$ cat src/rtl/tx_chan_arbiter.sv
// Round-robin owner of the shared tx chain, with burst hold and hold timeout.
// Define TX_ARB_PRIORITY_EN to make channel 0 win every arbitration it enters.
module tx_chan_arbiter #(
  parameter int NUM_CHAN     = 4,
  parameter int HOLD_TIMEOUT = 4096
) (
  input  logic                  tx_clock,
  input  logic                  reset,
  input  logic [NUM_CHAN-1:0]   pkt_waiting_in,
  input  logic [32*NUM_CHAN-1:0] header_in,
  input  logic [NUM_CHAN-1:0]   skip_in,
  input  logic [16*NUM_CHAN-1:0] tx_i_in,
  input  logic [16*NUM_CHAN-1:0] tx_q_in,
  input  logic [NUM_CHAN-1:0]   tx_empty_in,
  input  logic                  tx_strobe,
  output logic [NUM_CHAN-1:0]   pkt_waiting_out,
  output logic [NUM_CHAN-1:0]   tx_strobe_out,
  output logic [15:0]           tx_i,
  output logic [15:0]           tx_q,
  output logic                  tx_empty,
  output logic [NUM_CHAN-1:0]   grant,
  output logic                  burst_lock,
  output logic                  timeout_err,
  output logic [15:0]           debug
);

  localparam int CW = $clog2(HOLD_TIMEOUT) + 1;
  localparam logic [CW-1:0] CNT_MAX = CW'(HOLD_TIMEOUT - 1);

  // Encoding is visible on debug[5:4].
  typedef enum logic [1:0] {
    IDLE   = 2'b00,
    ACTIVE = 2'b01,
    HOLD   = 2'b10
  } state_t;

  state_t              state, state_n;
  logic [1:0]          last, last_n;
  logic [1:0]          gidx, win, rr_c;
  logic                found;
  logic [NUM_CHAN-1:0] grant_n, req, sob, eob;
  logic [CW-1:0]       cnt, cnt_n;
  logic                lock_n, terr_n;
  logic                skip_g, pw_g;
  logic [15:0]         ch_i [NUM_CHAN];
  logic [15:0]         ch_q [NUM_CHAN];
  logic [3:0]          grant4;

  for (genvar k = 0; k < NUM_CHAN; k++) begin : g_chan
    assign sob[k]  = header_in[32*k+28];
    assign eob[k]  = header_in[32*k+27];
    assign ch_i[k] = tx_i_in[16*k +: 16];
    assign ch_q[k] = tx_q_in[16*k +: 16];
  end

  function automatic logic lock_rule(
    input logic cur,
    input logic s,
    input logic e
  );
    if (e)
      return 1'b0;
    else if (s)
      return 1'b1;
    return cur;
  endfunction

  always_comb begin
    gidx = '0;
    for (int k = 0; k < NUM_CHAN; k++)
      if (grant[k])
        gidx = 2'(k);
  end

  assign skip_g = |(skip_in & grant);
  assign pw_g   = |(pkt_waiting_in & grant);

  // Search starts one past the last owner so every requester gets a turn.
  always_comb begin
    req = pkt_waiting_in;
`ifdef TX_ARB_PRIORITY_EN
    req[0] = 1'b0;
`endif
    win   = '0;
    found = 1'b0;
    rr_c  = '0;
    for (int k = 1; k <= NUM_CHAN; k++) begin
      rr_c = 2'((int'(last) + k) % NUM_CHAN);
      if (!found && req[rr_c]) begin
        win   = rr_c;
        found = 1'b1;
      end
    end
`ifdef TX_ARB_PRIORITY_EN
    if (pkt_waiting_in[0])
      win = 2'd0;
`endif
  end

  always_comb begin
    state_n = state;
    grant_n = grant;
    lock_n  = burst_lock;
    last_n  = last;
    cnt_n   = cnt;
    terr_n  = 1'b0;
    unique case (state)
      IDLE: begin
        if (|pkt_waiting_in) begin
          state_n = ACTIVE;
          grant_n = NUM_CHAN'(1) << win;
          lock_n  = lock_rule(burst_lock, sob[win], eob[win]);
        end
      end
      ACTIVE: begin
        if (skip_g) begin
          if (burst_lock) begin
            state_n = HOLD;
            cnt_n   = '0;
          end else begin
            state_n = IDLE;
            grant_n = '0;
            last_n  = gidx;
          end
        end
      end
      HOLD: begin
        if (pw_g) begin
          state_n = ACTIVE;
          lock_n  = lock_rule(burst_lock, sob[gidx], eob[gidx]);
        end else if (cnt == CNT_MAX) begin
          state_n = IDLE;
          grant_n = '0;
          lock_n  = 1'b0;
          last_n  = gidx;
          terr_n  = 1'b1;
        end else begin
          cnt_n = cnt + 1'b1;
        end
      end
      default: begin
        state_n = IDLE;
        grant_n = '0;
        lock_n  = 1'b0;
      end
    endcase
  end

  always_ff @(posedge tx_clock) begin
    if (reset) begin
      state       <= IDLE;
      grant       <= '0;
      burst_lock  <= 1'b0;
      timeout_err <= 1'b0;
      last        <= '0;
      cnt         <= '0;
    end else begin
      state       <= state_n;
      grant       <= grant_n;
      burst_lock  <= lock_n;
      timeout_err <= terr_n;
      last        <= last_n;
      cnt         <= cnt_n;
    end
  end

  always_ff @(posedge tx_clock) begin
    if (reset || grant == '0) begin
      tx_i     <= '0;
      tx_q     <= '0;
      tx_empty <= 1'b1;
    end else begin
      tx_i     <= ch_i[gidx];
      tx_q     <= ch_q[gidx];
      tx_empty <= tx_empty_in[gidx];
    end
  end

  assign pkt_waiting_out = (state == ACTIVE) ? (grant & pkt_waiting_in) : '0;
  assign tx_strobe_out   = (state != IDLE) ? (grant & {NUM_CHAN{tx_strobe}}) : '0;

  assign grant4 = 4'(grant);
  assign debug  = {8'd0, burst_lock, timeout_err, state, grant4};

endmodule

$ cat config.mk
export PLATFORM = sky130hd
export DESIGN_NAME = tx_chan_arbiter
export DESIGN_NICKNAME = d
export VERILOG_FILES = /design/src/rtl/tx_chan_arbiter.sv
export SDC_FILE = /design/constraint.sdc
export NUM_CORES = 1
export LEC_CHECK = 0
export ABC_CLOCK_PERIOD_IN_PS = 5800
export BUFFER_PORTS_ARGS = -buffer_cell sky130_fd_sc_hd__buf_2
export CORE_AREA = 2 2 132 134
export CTS_CLUSTER_SIZE = 28
export DETAILED_ROUTE_END_ITERATION = 6
export DIE_AREA = 0 0 134 136
export SYNTH_ARGS = -nofsm -noshare
export SYNTH_HDL_FRONTEND = slang
export SYNTH_SLANG_ARGS = --single-unit
$ cat constraint.sdc
create_clock -name tx_clock -period 5.8 [get_ports tx_clock]
set_input_delay 0.87 -clock tx_clock [delete_from_list [all_inputs] [get_ports tx_clock]]
set_output_delay 0.87 -clock tx_clock [all_outputs]
set_load 0.02 [all_outputs]
* After elaboration in Yosys (flattened, before gate mapping)
Index checks and enable logic that the tools add are counted.
** Operators by class
- Eq/ne operators :: 13
- Magnitude comparators :: 7
- Multiplexer cells :: 77
- Shifts and indexed selects :: 1
- Bitwise logic cells :: 6
- $add $sub $neg :: 5
- Reductions and logical operators :: 20
** Operator list (count)
- 16-bit binary-select mux with 2-bit select :: 2
- 16-bit 2-to-1 mux :: 4
- 13-bit 2-to-1 mux :: 4
- 1-bit 2-to-1 mux :: 31
- 2-bit 2-to-1 mux :: 15
- 4-bit 2-to-1 mux :: 7
- 13-bit case mux with 2 select lines :: 1
- 5-bit AND reduction :: 4
- 1-bit binary-select mux with 2-bit select :: 9
- 2-bit by 3-bit less-than comparator with 1-bit output, second input constant :: 6
- 2-bit inequality test, second input constant :: 8
- 13-bit by 1-bit adder with 13-bit output, second input constant :: 1
- 13-bit by 12-bit == test with 1-bit output, second input constant :: 1
- 4-bit bitwise AND :: 3
- 4-bit case mux with 3 select lines :: 1
- 4-bit OR reduction :: 3
- 3-bit inequality test, second input constant :: 2
- 2-bit case mux with 3 select lines :: 1
- 6-bit OR reduction :: 1
- 2-bit by 1-bit adder with 2-bit output, second input constant :: 2
- 2-bit adder, second input constant :: 2
- 4-bit logical NOT :: 1
- 2-bit case mux with 2 select lines :: 1
- 2-bit nonzero test :: 2
- 12 further kinds :: 17
** Word-level totals
- Input port bits :: 271
- Logic and storage cells :: 138
- Bits in registers :: 56
- Output and inout port bits :: 63

* Depth between registers and ports, before layout
- Depth in word-level cells :: 22
- Mapped depth :: 9
- Mapped depth without buffers :: 7

* Worst setup path before layout
Ideal clock, no wire load.
- Kind :: reg2out
- From :: reg grant[2]
- To :: out tx_strobe_out[2]
- Stages on the path, launching flop included :: 5
- Data required time :: 4.930 ns
- Setup slack :: 3.331 ns
- Data arrival time :: 1.599 ns
- Buffers on the path :: 3
- Cell sequence :: dfxtp_1 -> clkbuf_1 -> buf_1 -> clkbuf_1 -> and3_1
** Between the ends
- Cells in the longest elaborated chain, start to end :: 2
** RTL lines
- from (decl) :: RTL line 21 : output logic [NUM_CHAN-1:0] grant,
- from (signal assigned) :: RTL line 159 : grant <= grant_n;
- 4-bit bitwise AND :: RTL line 180 : assign tx_strobe_out = (state != IDLE) ? (grant & {NUM_CHAN{tx_strobe}}) : '0;
- 4-bit 2-to-1 mux :: RTL line 180
- to (decl) :: RTL line 17 : output logic [NUM_CHAN-1:0] tx_strobe_out,
Every way passes these cells.

* Worst setup path in the final report
- From :: reg grant[2]
- To :: out pkt_waiting_out[2]
** Between the ends
- Cells in the longest elaborated chain, start to end :: 2
** RTL lines
- 4-bit bitwise AND :: RTL line 179 : assign pkt_waiting_out = (state == ACTIVE) ? (grant & pkt_waiting_in) : '0;
- 4-bit 2-to-1 mux :: RTL line 179
- to (decl) :: RTL line 16 : output logic [NUM_CHAN-1:0] pkt_waiting_out,
Every way passes these cells.

==> reports/metrics.cfg <==
[global_route]
grt_antenna_before_repair=12
grt_pass1_wl_um=19000
grt_pass1_vias=3322
grt_max_degree=57
grt.overflow.total=0
track_usage=0.139

[logic_synthesis]
synth_ff_type=dfxtp_1
postSynthCellCount=448
synth-edff-count=0
synthTopCellsByArea=dfxtp_1 (34%), nor2_1 (14%), mux2i_1 (12%)
yosysWarnings=0
synth.top_cell.area_share=0.336
synth_area_per_cell_um2=7.45
async_reset_ff_frac=0
yosysTopAreaCell=dfxtp_1
ys_seq_area_frac=0.336
synth_area_um2=3340
ys_ff_latch=56
ys_types=46

[floorplan]
core_area_um2=16900
die_h_um=136
dieArea_um2=18200
row_count=48
start_util=0.198
ios=334
die_w_um=134

[power]
ir_worst_vdd_mv=0.117
p_leak_uw=0.00224
p_int_uw=730
power_frac_seq=0.386
p_sw_frac=0.362
power.switching_uw=414
pwr-share-clk=0.284
p_comb_frac=0.329
powerDensity_nw_per_um2=245

[clock_network]
clk_latency_ns=0.30
cts_tree=built
clkTransAtPathRegs_ns=0.08
cts_resized=0
cts.sinks=56
htree_levels=2
ctsHoldBuffers=0
clockBufferDepth=2
cts-buffers-inserted=5
root_buffer=clkbuf_16
postCtsSetupRepairBufs=0

[routing]
drt_pass1_iterations=4
drc=0
wire_per_inst_um=15.0
drt-vias-per-instance=4.34
drtIter0Drc=245
wirelength_um=13000
antenna_left=0
dr_total_vias=3760

[sta]
clock.fmax_mhz=341
slew_headroom=0.357
rsz0062_at_grt=false
drv_slew=0
fin_crit_sh=0.506
setup_viol=0
period_minus_slack_ns=2.93
tightestPinTransition_ns=0.965
fin_skew_ns=0.00378
hold_viol_final=0
setup_tns_ns=0
holdWs_ns=0.484

[hold_path]
whs_path_depth=2
hold_end=cnt[1]
hp-start=cnt[1]
hold_path_class=flop to flop

[worst_setup_path]
endpoint_kind=output pin
cp.arrival_ns=2.06
r2r-start=grant[2]
required_ns=4.93
r2r-end=cnt[11]
rr_worst_depth=7
crit_fanout=56
r2r_slack_ns=3.17
startpoint_type=flop
crit_type=flop to output pin

[layout]
layout.nets=899
stdcell_count=866
multi_input_area_um2=2010
register_area_um2=1120
final_cell_mix=buf_2 (205), nor2_1 (123), a21oi_1 (73)
area_growth_pct=40.0
nFillCells=1891
layout-drive-gt1-share=0.366
final_common_cell=buf_2
stdcell_area_um2=4670
postLayoutCoreUtil=0.277

[placed_design]
place_area_um2=4490
hpwl_um=10400
gp_congestion=0.765
place_inst=845
io_buffers=205

[run_status]
status=complete, no violations

[flow_run]
maxCapViolCount=0

==> logic make-up after synthesis <==
family	count (synthesis)	share of synthesized area
simple gates	195	0.268
compound gates	95	0.164
flops	56	0.336
buf+inv	48	0.0739
mux	41	0.124
xor+xnor	11	0.0289
fa+ha+maj	1	0.00375
other cells	1	0.00112
==> power by group through the flow <==
| stage | Sequential [uW] | Combinational (uW) | Clock, uW |
|---|---|---|---|
| finish | 442 | 377 | 325 |
| global route | 447 | 424 | 357 |
| CTS | 443 | 383 | 344 |
| detailed placement | 452 | 383 | 0 |
| global placement | 451 | 380 | 0 |
| floorplan | 473 | 226 | 0 |
==> layout make-up <==
| class | instances | share of cell area |
|---|---|---|
| Antenna cell | 13 | 0.00697 |
| Sequential cell | 56 | 0.241 |
| Tap cell | 225 | 0.0603 |
| Multi-Input combinational cell | 351 | 0.430 |
| Clock inverter | 3 | 0.00563 |
| Clock buffer | 5 | 0.0268 |
| Inverter | 4 | 0.00322 |
| Timing Repair Buffer | 209 | 0.226 |
==> metrics by stage <==
step,power [uW],worst slack (ns)
after floorplan,699,3.33
after global placement,831,3.08
after detailed placement,834,3.10
after CTS,1170,2.84
after global routing,1230,2.72
final,1140,2.87
==> worst max path at each step <==
stage	startpoint	to	slack, ns
finish	grant[2]	pkt_waiting_out[2]	2.87
global route	grant[2]	pkt_waiting_out[2]	2.72
CTS	grant[2]	pkt_waiting_out[2]	2.84
detailed placement	pkt_waiting_in[3]	cnt[11]	3.10
global placement	pkt_waiting_in[3]	cnt[11]	3.08
floorplan	grant[2]	tx_strobe_out[2]	3.33
==> Yosys cell counts (4+ instances only) <==
| cell | count |
|---|---|
| xor2_1 | 11 |
| nor2_1 | 123 |
| inv_1 | 4 |
| nand4_1 | 10 |
| nor2b_1 | 4 |
| buf_4 | 14 |
| nand2b_1 | 4 |
| nand2_1 | 13 |
| dfxtp_1 | 56 |
| clkbuf_1 | 17 |
| buf_1 | 7 |
| and3_1 | 11 |
| o21ai_0 | 4 |
| nand3_1 | 11 |
| mux2i_1 | 39 |
| buf_2 | 5 |
| a21oi_1 | 73 |
| or3_1 | 4 |
==> layer usage <==
metal | part of all wire | vias up | track usage
met5 | 0.00085 | - | 0
met4 | 0.0045 | 2 | 0.0177
met3 | 0.13 | 8 | 0.0604
met2 | 0.41 | 181 | 0.206
met1 | 0.45 | 1661 | 0.191
li1 | - | 1908 | -
==> critical path, stage by stage, from the launching register on <==
cell	delay, ns
dfxtp_2	0.56
buf_4	0.55
nand2_1	0.21
nor2_1	0.18
buf_2	0.19
==> flip-flops by register name, summed over array words and instances, names as in the netlist <==
signal,flops
burst_lock,1
cnt,13
grant,4
last,2
state,2
timeout_err,1
tx_empty,1
tx_i,16
tx_q,16
Power figures use the tool's default switching activity.
